## config.mk

```make
export PLATFORM = sky130hd
export DESIGN_NAME = noc_mem_loader
export DESIGN_NICKNAME = d
export VERILOG_FILES = /design/src/rtl/noc_mem_loader.sv
export SDC_FILE = /design/constraint.sdc
export NUM_CORES = 1
export LEC_CHECK = 0
export ABC_AREA = 1
export CORE_AREA = 2 2 119 121
export DETAILED_ROUTE_END_ITERATION = 10
export DIE_AREA = 0 0 121 123
export MAX_ROUTING_LAYER = met4
export PLACE_DENSITY = 0.78
export SYNTH_ARGS = -nofsm -noshare
export SYNTH_HDL_FRONTEND = slang
export SYNTH_SLANG_ARGS = --single-unit
```

## constraint.sdc

```tcl
create_clock -name clk -period 2.2 [get_ports clk]
set_input_delay 0.55 -clock clk [delete_from_list [all_inputs] [get_ports clk]]
set_output_delay 0.55 -clock clk [all_outputs]
set_load 0.05 [all_outputs]
```

## src/rtl/noc_mem_loader.sv

```systemverilog
// rtl/noc_mem_loader.sv - byte-stream loader that fills nine tile memories one record per address
//
// Purpose: collects fixed-length records from a byte stream into per-tile
// instruction/data registers, then pulses init_mem once per record so all
// nine tiles write the same address. Runs DEPTH addresses, then reports done.
//
// Ports:
//   clk, rst_n          clock, synchronous active-low reset
//   start               single-cycle run request (honoured in IDLE/DONE only)
//   in_valid, in_byte   load stream; in_ready high while collecting
//   init_mem, address   one-cycle write strobe and common tile address
//   inst0..8, data0..8  per-tile instruction/data bytes
//   busy, done, err     run status; err is the sticky bad-record flag
//
// Build option: NOC_LOADER_CHECKSUM_EN adds a trailing checksum byte per
// record (19 bytes); records whose byte sum is non-zero are dropped and
// collected again for the same address.

module noc_mem_loader #(
   parameter int DEPTH = 256
) (
   input  logic       clk,
   input  logic       rst_n,
   input  logic       start,
   input  logic       in_valid,
   input  logic [7:0] in_byte,
   output logic       in_ready,
   output logic       init_mem,
   output logic [7:0] address,
   output logic [7:0] inst0,
   output logic [7:0] inst1,
   output logic [7:0] inst2,
   output logic [7:0] inst3,
   output logic [7:0] inst4,
   output logic [7:0] inst5,
   output logic [7:0] inst6,
   output logic [7:0] inst7,
   output logic [7:0] inst8,
   output logic [7:0] data0,
   output logic [7:0] data1,
   output logic [7:0] data2,
   output logic [7:0] data3,
   output logic [7:0] data4,
   output logic [7:0] data5,
   output logic [7:0] data6,
   output logic [7:0] data7,
   output logic [7:0] data8,
   output logic       busy,
   output logic       done,
   output logic       err
);

`ifdef NOC_LOADER_CHECKSUM_EN
   localparam logic [4:0] LAST_IDX = 5'd18;
`else
   localparam logic [4:0] LAST_IDX = 5'd17;
`endif
   localparam logic [7:0] LAST_ADDR = 8'(DEPTH - 1);

   typedef enum logic [1:0] {IDLE, COLLECT, COMMIT, DONE} state_t;

   state_t     state_q, state_d;
   logic [4:0] idx_q;
   logic [7:0] addr_q;
   logic [7:0] inst_q [9];
   logic [7:0] data_q [9];
   logic       in_ready_q, init_mem_q, busy_q, done_q;

   logic       accept, last_byte, rec_ok, run_start;

   assign accept    = in_ready_q && in_valid;
   assign last_byte = (idx_q == LAST_IDX);
   assign run_start = ((state_q == IDLE) || (state_q == DONE)) && start;

`ifdef NOC_LOADER_CHECKSUM_EN
   logic [7:0] sum_q;
   logic [7:0] rec_sum;
   logic       err_q;

   assign rec_sum = sum_q + in_byte;
   assign rec_ok  = (rec_sum == 8'd0);

   always_ff @(posedge clk) begin
      if (!rst_n) begin
         sum_q <= 8'd0;
         err_q <= 1'b0;
      end else if (run_start) begin
         sum_q <= 8'd0;
         err_q <= 1'b0;
      end else if (accept) begin
         // accumulator restarts at every record boundary, good or bad
         sum_q <= last_byte ? 8'd0 : rec_sum;
         if (last_byte && !rec_ok) err_q <= 1'b1;
      end
   end

   assign err = err_q;
`else
   assign rec_ok = 1'b1;
   assign err    = 1'b0;
`endif

   always_comb begin
      state_d = state_q;
      case (state_q)
         IDLE, DONE: if (start) state_d = COLLECT;
         // a rejected record falls through and stays in COLLECT at the same address
         COLLECT:    if (accept && last_byte && rec_ok) state_d = COMMIT;
         COMMIT:     state_d = (addr_q == LAST_ADDR) ? DONE : COLLECT;
         default:    state_d = IDLE;
      endcase
   end

   always_ff @(posedge clk) begin
      if (!rst_n) begin
         state_q    <= IDLE;
         idx_q      <= 5'd0;
         addr_q     <= 8'd0;
         in_ready_q <= 1'b0;
         init_mem_q <= 1'b0;
         busy_q     <= 1'b0;
         done_q     <= 1'b0;
         for (int t = 0; t < 9; t++) begin
            inst_q[t] <= 8'd0;
            data_q[t] <= 8'd0;
         end
      end else begin
         state_q <= state_d;
         // status outputs are registered from the next state so they line up with it
         in_ready_q <= (state_d == COLLECT);
         init_mem_q <= (state_d == COMMIT);
         busy_q     <= (state_d == COLLECT) || (state_d == COMMIT);
         done_q     <= (state_d == DONE);
         case (state_q)
            IDLE, DONE: begin
               if (start) begin
                  idx_q  <= 5'd0;
                  addr_q <= 8'd0;
               end
            end
            COLLECT: begin
               if (accept) begin
                  // byte k goes to tile k/2: even k instruction, odd k data; the checksum byte is not stored
                  if (idx_q < 5'd18) begin
                     if (!idx_q[0]) inst_q[idx_q[4:1]] <= in_byte;
                     else           data_q[idx_q[4:1]] <= in_byte;
                  end
                  idx_q <= last_byte ? 5'd0 : idx_q + 5'd1;
               end
            end
            COMMIT: begin
               if (addr_q != LAST_ADDR) addr_q <= addr_q + 8'd1;
            end
            default: ;
         endcase
      end
   end

   assign in_ready = in_ready_q;
   assign init_mem = init_mem_q;
   assign address  = addr_q;
   assign busy     = busy_q;
   assign done     = done_q;
   assign inst0 = inst_q[0];
   assign inst1 = inst_q[1];
   assign inst2 = inst_q[2];
   assign inst3 = inst_q[3];
   assign inst4 = inst_q[4];
   assign inst5 = inst_q[5];
   assign inst6 = inst_q[6];
   assign inst7 = inst_q[7];
   assign inst8 = inst_q[8];
   assign data0 = data_q[0];
   assign data1 = data_q[1];
   assign data2 = data_q[2];
   assign data3 = data_q[3];
   assign data4 = data_q[4];
   assign data5 = data_q[5];
   assign data6 = data_q[6];
   assign data7 = data_q[7];
   assign data8 = data_q[8];

endmodule

```

== Yosys cells after proc, flatten, opt, wreduce, memory -nomap -nowiden ==
Memory sizes are Yosys's and may differ from the RTL's.
Cells that the tools add are included.

* Register bits: 19
* Memory bits (writable): 144
* Input port bits: 12
* Output and inout bits: 157
* Memories: 2

{| class="wikitable"
|+ Memories
! name !! depth !! bits a word !! rd ports !! clocked after memory_dff !! write ports !! RTL line !! source
|-
| data_q || 9 || 8 || 9 || 0 || 9 || 66 || <nowiki>logic [7:0] data_q [9];</nowiki>
|-
| inst_q || 9 || 8 || 9 || 0 || 9 || 65 || <nowiki>logic [7:0] inst_q [9];</nowiki>
|}

* $add $sub $neg: 2
* $lt $le $gt $ge: 1
* Equal/unequal tests: 12
* Muxes and demuxes: 30
* Reduce and logical (&&, ||, !) cells: 11

{| class="wikitable"
|+ Operator list
! kind !! count
|-
| 8-bit two-way mux || 4
|-
| 8-bit case mux with 2 select lines || 1
|-
| 8-bit OR reduction || 2
|-
| 1-bit two-way mux || 15
|-
| 5-bit two-way mux || 3
|-
| 5-bit case mux with 2 select lines || 1
|-
| 8-bit by 1-bit adder with 8-bit output, second input constant || 1
|-
| 2-bit == test, second input constant || 4
|-
| 8-bit == test, second input constant || 1
|-
| 4-bit two-way mux || 2
|-
| 8-bit != test, second input constant || 1
|-
| 2-bit two-way mux || 3
|-
| 2-bit != test, second input constant || 3
|-
| 2-bit case mux with 3 select lines || 1
|-
| 3-bit AND reduction || 2
|-
| 5-bit by 1-bit adder with 5-bit output, second input constant || 1
|-
| 5-bit == test, second input constant || 1
|-
| 5-bit less-than comparator, second input constant || 1
|-
| 2-bit by 1-bit == test with 1-bit output, second input constant || 2
|-
| 2-bit nonzero test || 2
|-
| 1-bit logical AND || 2
|-
| 2-bit zero test || 1
|-
| 2-bit OR reduction || 1
|-
| 1-bit logical OR || 1
|}

== Depth between registers and ports, before layout ==
Gate-level depths: netlist (run 1).

* Depth in word-level cells: 8
* Depth in mapped cells: 14
* Mapped depth without buffers: 14

== Worst setup path after synthesis (run 1) ==
Ideal clock, no wire load.

* Path kind: register -> register
* From: register addr_q[1] (netlist: address[1])
* To: register busy_q (netlist: busy)
* Arrival: 1971 ps
* Required time: 2136 ps
* Setup slack: 165 ps
* Stages on the path, launching flop included: 11
* Path buffers: 0
* Cells stage by stage: dfxtp_1 > ha_1 > nand2_1 > nor2_1 > nand3_1 > nand2_1 > nand2_1 > nand2_1 > inv_1 > ha_1 > nor2_1

* Longest elaborated chain between the ends: 5
* Elaborated cells on any way between the ends: 6
* Those cells by class: 3 x eq/ne; 2 x mux; 1 x reduce/logical

{| class="wikitable"
|+ Ends and longest elaborated chain
! item !! RTL line !! source
|-
| start, declared || 64 || <nowiki>logic [7:0] addr_q;</nowiki>
|-
| start signal, assigned || 152 || <nowiki>if (addr_q != LAST_ADDR) addr_q <= addr_q + 8'd1;</nowiki>
|-
| 8-bit == test (*) || 109 || <nowiki>COMMIT: state_d = (addr_q == LAST_ADDR) ? DONE : COLLECT;</nowiki>
|-
| 2-bit two-way mux (*) || 109 ||
|-
| 2-bit case mux with 3 select lines (*) || 105 || <nowiki>case (state_q)</nowiki>
|-
| net state_d[1] || 62 || <nowiki>state_t state_q, state_d;</nowiki>
|-
| 2-bit by 1-bit == test with 1-bit output or 2-bit == test (tied branches) || 132 || <nowiki>busy_q <= (state_d == COLLECT) || (state_d == COMMIT);</nowiki>
|-
| 1-bit logical OR (*) || 132 ||
|-
| end signal, assigned || 132 ||
|-
| end, declared || 67 || <nowiki>logic in_ready_q, init_mem_q, busy_q, done_q;</nowiki>
|}

Mark *: on every way through the listed nets, which the timed path passes. The rest lies on a longest branch.
A chain may end at the register's enable or synchronous reset.

==> results.txt, run 1 <==
Global-route wire length before repair - 23700 microns
Row cnt - 43
Status - finished clean
Vias per cell - 4.94
CP Max Fanout - 1
H-tree depth - 4
Fin. Hold Viols - 0
Sequential share of power - 46.6%
Initial DRT Pass Iterations - 5
Worst Path Arrival - 1.62 ns
Setup TNS - 0 ns
Top-count cell post-synth - nor2_1
FMAX - 0.462 GHz
DP HPWL - 10700 microns
Final setup margin - 0.0333 ns
Combinational Power Share - 11.3%
Sw power - 1810 uW
Initial antenna violation count - 0
Layout area overhead - 44.3%
Via count - 4607
Synth Warn # - 0
Tot GR Track Use - 22.3%
CTS Buffer Depth - 2
Main flop type after synthesis - edfxtp_1
Vias in the first global route - 4553
Sw frac - 24.0%
IO Port Bufs - 167
Leak - 0.00385 uW
Post-CTS setup buffer count - 0
Worst path cell trace - clkdlybuf4s50_1
Drt initial violations - 413
CP Buf/Inv Count - 1
Core area - 0.0136 sq mm
Startpoint Class - flop
Netlist Area Pre-Place - 0.00635 sq mm
Post-synth top cells - nor2_1 (177), edfxtp_1 (144), nand2_1 (69)
I/O Pins - 169
Clk_skew - 0.00696 ns
Post-synth EDFFs - 144
Pwr dens - 820 mW/mm^2
Post-synthesis register bit count - 163
Die width - 121 microns
Root Driver - clkbuf_16
Final Setup Violations - 0
Worst-path clk slew - 0.06 ns
CTS tree - done
RSZ-0062 raised after global routing - no
N_diodes - 0
Starting density of the core - 46.7%
Syn nets - 549
Post-synthesis sequential area ratio - 74.0%
Slew @ Worst Pin - 0.796 ns
Slowest stage delay, CP - 0.82 ns
Drt total wl - 15800 microns
Pins over their slew limit - 0
Routed len/inst - 16.9 microns
Gp weighted congestion - 0.928
Async SR Flop Fraction - 0%
Crit-path slowest cell - clkdlybuf4s50_1
Die height - 123 microns
Internal power - 5710 uW
Clock Latency Late Sink - 0.42 ns
Largest net degree at the start of global routing - 30
Setup WS pre-CTS - -0.234 ns
DRC - 0
Relative slew slack - 46.6%
Top post-synthesis cells by area - edfxtp_1 (68%), nor2_1 (10%), dfxtp_1 (6.0%)
Post-route minimum period - 2.17 ns
Max Cap Violations - 0
Synth area leader - edfxtp_1
Syn Inst Count - 529
Post-synth top area share - 68.1%
Clock share of power - 42.1%
Synthesized area per cell - 12.0 sq um
CP required - 1.65 ns
CTS sink cnt - 163
Die Area - 0.0149 sq mm
CTS buffer count - 17
CP Capture Type - primary output
ANT nets after route - 0
Final nets - 760
Kind of critical path - reg -> out
Layout cells sized above 1 - 12.9%
Worst VDD drop - 0.000464 V
# fillers - 937
Hold crit path type - reg -> reg
GR Overflow Total - 0
Top delay family on crit path - buffers and inverters
Yosys cell types - 28
Final worst-path cycle share - 98.5%
path summary, 6_finish.rpt:
path | start | end | cells after the start | slack, ns
worst max-delay path | inst_q[2][4] | inst2[4] | 1 | 0.03
worst min-delay path | address[5] | address[5] | 2 | 0.51
worst max register to register | state_q[0] | data_q[6][7] | 8 | 0.22
worst min register to register | address[5] | address[5] | 2 | 0.51
layout by cell type (no fill, tap or decap), types with 2 or more instances in the layout:
cell,n
nand2_2,7
buf_4,36
clkdlybuf4s50_1,158
nand2_4,9
dlymetal6s2s_1,6
clkbuf_1,2
nand2_1,69
buf_12,3
bufinv_16,5
clkbuf_16,17
inv_1,30
a21oi_1,10
nor3_2,5
inv_2,3
dfxtp_1,19
o21ai_0,9
clkinv_4,2
ha_1,8
or2_2,2
nor2_1,177
inv_6,2
nand4_1,2
edfxtp_1,144
nand3_1,5
clkinv_1,10
dlygate4sd2_1,3
power groups by stage:
stage | clock [uW] | combinational [uW] | sequential [uW]
floorplan | 0 | 160 | 3930
global placement | 0 | 841 | 3570
detailed placement | 0 | 850 | 3570
CTS | 3200 | 853 | 3510
global route | 3320 | 887 | 3520
finish | 3170 | 848 | 3510
through the flow:
stage | std cells | hold WS (ns) | util [%] | cell area [sq um] | power (uW)
4_1_cts | 933 | 0.512 | 67.3 | 9160 | 7560
3_3_place_gp | 901 | 0.492 | 62.6 | 8520 | 4410
2_1_floorplan | 529 | 0.482 | - | 6350 | 4090
6_report | 933 | 0.513 | 67.4 | 9170 | 7520
5_1_grt | 933 | 0.555 | 67.4 | 9170 | 7720
3_5_place_dp | 901 | 0.498 | 62.6 | 8520 | 4420
cells by family after synthesis:
family / share of synthesized area, %
AO/OA/AOI/OAI: 1.73
XOR/XNOR: 0.138
adder cells (fa/ha/maj): 1.58
buffers and inverters: 3.35
flip-flops: 74.0
other: 0.0590
AND/OR/NAND/NOR: 19.1
layer usage:
layer | up-vias | GRT usage, % | routed length, microns
met5 | - | - | 0
met4 | 0 | 11.3 | 367
met3 | 35 | 4.70 | 1190
met2 | 232 | 36.1 | 7940
met1 | 2165 | 26.6 | 6300
li1 | 2175 | - | -
flip-flops by register name, summed over array words and instances (netlist names):
signal and count:
address 8, busy 1, data_q 72, done 1, idx_q 5, in_ready 1
init_mem 1, inst_q 72, state_q 2
layout make-up:
type | instances | area (sq um) | area share [%]
sequential | 163 | 4700 | 51.3
multi-input combinational | 311 | 1440 | 15.7
timing repair buffer | 206 | 2010 | 22.0
inverter | 41 | 154 | 1.68
clock buffer | 19 | 433 | 4.72
tap | 180 | 225 | 2.46
clock inverter | 13 | 205 | 2.24
repair_timing:
item                       4_1_cts  5_1_grt
gates resized for setup          3        6
hold buffers                     0        0
setup endpoints to repair        3        6
No activity file was read; power rests on OpenSTA's default activity.
==> run 2, diff against run 1 <==
--- a/config.mk
+++ b/config.mk
@@ -11,6 +11,7 @@
 export DIE_AREA = 0 0 121 123
 export MAX_ROUTING_LAYER = met4
 export PLACE_DENSITY = 0.78
+export SLEW_MARGIN = 15
 export SYNTH_ARGS = -nofsm -noshare
 export SYNTH_HDL_FRONTEND = slang
 export SYNTH_SLANG_ARGS = --single-unit
==> results of run 2 <==
The final DEF is identical to that of run 1; final timing and power are the same.
==> run 3, diff against run 2 <==
--- a/config.mk
+++ b/config.mk
@@ -6,6 +6,7 @@
 export NUM_CORES = 1
 export LEC_CHECK = 0
 export ABC_AREA = 1
+export ABC_CLOCK_PERIOD_IN_PS = 2200
 export CORE_AREA = 2 2 119 121
 export DETAILED_ROUTE_END_ITERATION = 10
 export DIE_AREA = 0 0 121 123
==> results of run 3 <==
The final DEF is identical to that of run 1; final timing and power are the same.
